`src/rtl/hazard_ctrl.sv`:
```
// hazard_ctrl: pipeline hazard controller for a 5-stage pipeline.
//
// Drives the enable (hold) and flush pins of the PC, IF/ID, ID/EX, EX/MEM
// and MEM/WB registers. It handles:
//   - load-use bubbles
//   - EX-stage redirects with an optional multi-cycle IF/ID flush drain
//   - data-memory wait freezes with a sticky timeout flag
//
// Optional feature macro: HAZARD_PERF_EN
//   Defined:   o_stall_cnt and o_flush_cnt are live saturating counters.
//   Undefined: both ports are tied to zero and no counter flops exist.
//
// Ports:
//   i_clk, i_reset            clock, synchronous active-high reset
//   i_id_rs1/_rs2, *_used     ID-stage source registers and their use flags
//   i_ex_rd, i_ex_mem_read    EX-stage destination register and load flag
//   i_ex_redirect             EX resolved a taken branch/jump this cycle
//   i_dmem_wait               data memory not ready, MEM must hold
//   o_pc_en, o_*_en           register load enables (0 = hold)
//   o_if_id_flush,
//   o_id_ex_flush             register flushes
//   o_mem_timeout             sticky dmem wait timeout flag
//   o_state                   registered FSM state (debug)
//   o_stall_cnt, o_flush_cnt  performance counters (see macro above)
module hazard_ctrl #(
  parameter int unsigned REG_ADDR_W  = 5,
  parameter int unsigned FLUSH_EXTRA = 1,
  parameter int unsigned MEM_TIMEOUT = 255
) (
  input  logic                  i_clk,
  input  logic                  i_reset,
  input  logic [REG_ADDR_W-1:0] i_id_rs1,
  input  logic [REG_ADDR_W-1:0] i_id_rs2,
  input  logic                  i_id_rs1_used,
  input  logic                  i_id_rs2_used,
  input  logic [REG_ADDR_W-1:0] i_ex_rd,
  input  logic                  i_ex_mem_read,
  input  logic                  i_ex_redirect,
  input  logic                  i_dmem_wait,
  output logic                  o_pc_en,
  output logic                  o_if_id_en,
  output logic                  o_if_id_flush,
  output logic                  o_id_ex_en,
  output logic                  o_id_ex_flush,
  output logic                  o_ex_mem_en,
  output logic                  o_mem_wb_en,
  output logic                  o_mem_timeout,
  output logic [1:0]            o_state,
  output logic [31:0]           o_stall_cnt,
  output logic [31:0]           o_flush_cnt
);

  typedef enum logic [1:0] {
    StRun      = 2'd0,
    StRedirect = 2'd1,
    StMemWait  = 2'd2
  } state_e;

  localparam logic [2:0] FlushExtra = 3'(FLUSH_EXTRA);
  localparam bit         DrainEn    = (FLUSH_EXTRA != 0);
  localparam logic [7:0] TimeoutCnt = 8'(MEM_TIMEOUT);
  localparam bit         TimeoutEn  = (MEM_TIMEOUT != 0);

  state_e     state_q, state_d;
  logic [2:0] dcnt_q, dcnt_d;
  logic [7:0] wcnt_q, wcnt_d;
  logic       timeout_q, timeout_d;
  logic       load_use_hit;

  assign load_use_hit = i_ex_mem_read && (i_ex_rd != '0) &&
                        ((i_id_rs1_used && (i_id_rs1 == i_ex_rd)) ||
                         (i_id_rs2_used && (i_id_rs2 == i_ex_rd)));

  always_ff @(posedge i_clk) begin
    if (i_reset) begin
      state_q   <= StRun;
      dcnt_q    <= '0;
      wcnt_q    <= '0;
      timeout_q <= 1'b0;
    end else begin
      state_q   <= state_d;
      dcnt_q    <= dcnt_d;
      wcnt_q    <= wcnt_d;
      timeout_q <= timeout_d;
    end
  end

  always_comb begin
    state_d       = state_q;
    dcnt_d        = dcnt_q;
    wcnt_d        = wcnt_q;
    timeout_d     = timeout_q;
    o_pc_en       = 1'b1;
    o_if_id_en    = 1'b1;
    o_if_id_flush = 1'b0;
    o_id_ex_en    = 1'b1;
    o_id_ex_flush = 1'b0;
    o_ex_mem_en   = 1'b1;
    o_mem_wb_en   = 1'b1;

    if (i_reset) begin
      o_pc_en       = 1'b0;
      o_if_id_en    = 1'b0;
      o_if_id_flush = 1'b1;
      o_id_ex_en    = 1'b0;
      o_id_ex_flush = 1'b1;
      o_ex_mem_en   = 1'b0;
      o_mem_wb_en   = 1'b0;
    end else if (i_dmem_wait) begin
      // Whole pipe freezes; dcnt is kept so a pending drain resumes afterwards.
      o_pc_en     = 1'b0;
      o_if_id_en  = 1'b0;
      o_id_ex_en  = 1'b0;
      o_ex_mem_en = 1'b0;
      o_mem_wb_en = 1'b0;
      state_d     = StMemWait;
      if (wcnt_q != 8'hFF) begin
        wcnt_d = wcnt_q + 8'd1;
      end
      if (TimeoutEn && (wcnt_d == TimeoutCnt)) begin
        timeout_d = 1'b1;
      end
    end else begin
      wcnt_d = '0;
      // Exit cycle out of MEM_WAIT: resume an interrupted drain if one is pending.
      if (state_q == StMemWait) begin
        state_d = (dcnt_q != '0) ? StRedirect : StRun;
      end

      if (i_ex_redirect) begin
        o_if_id_flush = 1'b1;
        o_id_ex_flush = 1'b1;
        if (DrainEn) begin
          dcnt_d  = FlushExtra;
          state_d = StRedirect;
        end else begin
          state_d = StRun;
        end
      end else if (state_q == StRedirect) begin
        // Drain: wrong-path fetches keep getting squashed at IF/ID.
        o_if_id_flush = 1'b1;
        if (dcnt_q != '0) begin
          dcnt_d = dcnt_q - 3'd1;
        end
        state_d = (dcnt_q <= 3'd1) ? StRun : StRedirect;
      end else if (load_use_hit) begin
        // One bubble: hold PC and IF/ID, squash the instruction entering EX.
        o_pc_en       = 1'b0;
        o_if_id_en    = 1'b0;
        o_id_ex_flush = 1'b1;
      end
    end
  end

  assign o_mem_timeout = timeout_q;
  assign o_state       = state_q;

`ifdef HAZARD_PERF_EN
  logic [31:0] stall_cnt_q;
  logic [31:0] flush_cnt_q;

  always_ff @(posedge i_clk) begin
    if (i_reset) begin
      stall_cnt_q <= '0;
      flush_cnt_q <= '0;
    end else begin
      if (!o_pc_en && (stall_cnt_q != 32'hFFFF_FFFF)) begin
        stall_cnt_q <= stall_cnt_q + 32'd1;
      end
      if (i_ex_redirect && !i_dmem_wait && (flush_cnt_q != 32'hFFFF_FFFF)) begin
        flush_cnt_q <= flush_cnt_q + 32'd1;
      end
    end
  end

  assign o_stall_cnt = stall_cnt_q;
  assign o_flush_cnt = flush_cnt_q;
`else
  assign o_stall_cnt = '0;
  assign o_flush_cnt = '0;
`endif

endmodule

```
`config.mk`:
```
export PLATFORM = sky130hd
export DESIGN_NAME = hazard_ctrl
export DESIGN_NICKNAME = d
export VERILOG_FILES = /design/src/rtl/hazard_ctrl.sv
export SDC_FILE = /design/constraint.sdc
export NUM_CORES = 1
export LEC_CHECK = 0
export CORE_UTILIZATION = 33
export CTS_CLUSTER_SIZE = 40
export DETAILED_ROUTE_END_ITERATION = 10
export GPL_TIMING_DRIVEN = 0
export PLACE_DENSITY = 0.77
export SETUP_SLACK_MARGIN = 0.1
export SLEW_MARGIN = 15
export SYNTH_ARGS = -nofsm -noshare
export SYNTH_HDL_FRONTEND = slang
export SYNTH_SLANG_ARGS = --single-unit
```
`constraint.sdc`:
```
create_clock -name i_clk -period 1.8 [get_ports i_clk]
set_clock_uncertainty 0.2 [all_clocks]
set_input_delay 0.36 -clock i_clk [delete_from_list [all_inputs] [get_ports i_clk]]
set_output_delay 0.36 -clock i_clk [all_outputs]
set_load 0.01 [all_outputs]
```
==> flow_summary.ini <==
[job]
max-cap-violations = 0

[timing]
rsz0062_at_grt = true
setup_tns_ps = -1000
finalHoldViolCount = 0
max_freq_ghz = 0.459
period_minus_slack_ps = 2180
setup_violations = 3
slew_violations = 0
min_period_over_period = 1.21
setup_ws_ps = -377

[global_route]
antenna_found_initial = 0
grt_max_degree = 11
overflow = 0
grt_usage = 0.115
grt_pass1_wl_um = 4110
grt_pass1_vias = 987

[synthesis]
postSynthCellCount = 184
synth_top_area_frac = 0.346
synth-main-ff-cell = dfxtp_1
ys_seq_area_frac = 0.190
async_reset_ff_frac = 0
synth_edf_count = 0
netlist_area_um2 = 1470
synth_area_per_cell_um2 = 8.01
ys_ff_latch = 14
synth_area_leaders = buf_4 35%, dfxtp_1 19%, ha_1 5.1%
synth_top_cell_by_area = buf_4
synth_cell_types = 44
yosys_warnings = 0

[placed_design]
dpl.cell_count = 327
post-dp-hpwl_um = 2250
globalplace.congestion = 0.779
io_buffers = 30

[worst_setup_path]
arrival_ps = 1620
end_kind = output port
critPathKind = input pin to output port
slowest_stage = o31a_1
max_stage_delay_ps = 310
required_ps = 1240
crit_fanout = 2
path_cells = buf_6 -> xor2_2 -> nor4_2 -> a32oi_2 -> o31a_1 -> buf_4 -> buf_6
start_kind = input pin
path_buf_inv = 3
path_delay_family = compound AO/OA/AOI/OAI gates
crit_top_cell = buf_6

[clocking]
clock_sinks = 14
htreeDepth = 1
clk_path_buf_depth = 2
cts_buffers = 3
clkTransAtPathRegs_ps = 60
cts-root-buf = clkbuf_8
holdBufCountCts = 0
cts_tree = done
clk_latency_ps = 250

[route]
drt_wl_total_um = 2900
drtIter0Drc = 47
vias = 1316
dr.pass1.iters = 4
via_per_inst = 3.93
remaining_drc_errors = 0
wire_per_inst_um = 8.65
detail-route-antenna-nets = 0

[die]
core_um2 = 4140
io_pins = 96
start_util = 0.356
die_h_um = 68.8
num_rows = 23
design.die.area_um2 = 4740
dieWidth_um = 68.8

[layout]
nets = 315
diodes = 0
final_common_cell = buf_4
stdcell_count = 335
syn2layout_area_growth_pct = 49.7
layout_common_cells = 73 x buf_4, 64 x conb_1, 13 x nor2_1, 10 x buf_2
final_layout_size_suffix_gt1_frac = 0.411

[status]
violations = setup timing
outcome = finished, violations left

[pwr]
p_leak_nw = 1.18
ir_drop_v = 0.000326
power_density_nw_per_um2 = 425

[min_path]
min_path_type = input pin to register
area by class of cell:
cell class	instances	area [um^2]
plain buffers	71	532
repair buffers	35	283
well taps	50	62.6
inverters	7	26.3
flip-flops and latches	14	294
fillers	398	1940
multi-input cells	155	967
clock buffers	3	41.3
routing by layer:
metal,routed length (um),vias up,part of all wire,global-route usage
li1,-,695,-,-
met3,291,2,0.10,0.0428
met5,0,-,0,0
met2,1500,63,0.52,0.211
met1,1090,556,0.38,0.126
met4,12,0,0.0041,0.0230
cell families (layout without fill, tap and decap cells):
| kind of cell | count (synthesis) | after routing | synth area share |
|---|---|---|---|
| buf+inv | 78 | 116 | 0.379 |
| xor+xnor | 11 | 11 | 0.0654 |
| other cells | 1 | 64 | 0.00254 |
| mux | 3 | 3 | 0.0204 |
| fa+ha+maj | 6 | 6 | 0.0509 |
| compound gates | 29 | 29 | 0.134 |
| flops | 14 | 14 | 0.190 |
| simple gates | 42 | 42 | 0.158 |
state kept, by name (all words and copies together), names as in the netlist:
name / count
wcnt_q: 8
dcnt_q: 3
o_mem_timeout: 1
o_state: 2
cell usage after synthesis, types with 2 or more instances:
library cell,n
o211ai_1,2
inv_1,7
dfxtp_1,14
buf_4,68
o21ai_0,6
mux2i_1,3
and3_1,3
nor2_1,14
xnor2_1,3
a31oi_1,5
ha_1,6
nand3_1,4
a21oi_1,5
xor2_1,8
nor4_1,2
nand4_1,2
nand2_1,3
nand2b_1,3
per-stage QoR:
step,power [mW],hold slack (ps),setup slack [ps],instance area (um^2),utilization
final,0.939,116,-377,2210,0.532
after global routing,1.00,133,-421,2210,0.532
after CTS,0.937,112,-400,2170,0.524
after detailed placement,0.671,266,-1130,2080,0.502
after global placement,0.668,253,-1140,2080,0.502
after floorplan,0.580,256,-138,1720,-
final timing paths:
kind                                     from            end  slack, ps  cells after the start
worst max-delay path              i_id_rs1[2]        o_pc_en       -380                      7
worst min-delay path                  i_reset      dcnt_q[0]        120                      2
worst max register to register      dcnt_q[0]      dcnt_q[1]         70                      7
worst min register to register  o_mem_timeout  o_mem_timeout        270                      2
power by group:
part | internal [mW] | leakage [nW] | switching, mW
clock | 0.148 | 0.0216 | 0.111
combinational | 0.188 | 1.04 | 0.162
sequential | 0.318 | 0.117 | 0.0105
total | 0.655 | 1.18 | 0.284
what timing repair did:
action,CTS,global route
setup buffers,2,3
endpoints found under the setup margin,13,8
pin swaps,16,5
gates resized for setup,94,9
cloned,0,0
No activity file was read; power rests on OpenSTA's default activity.
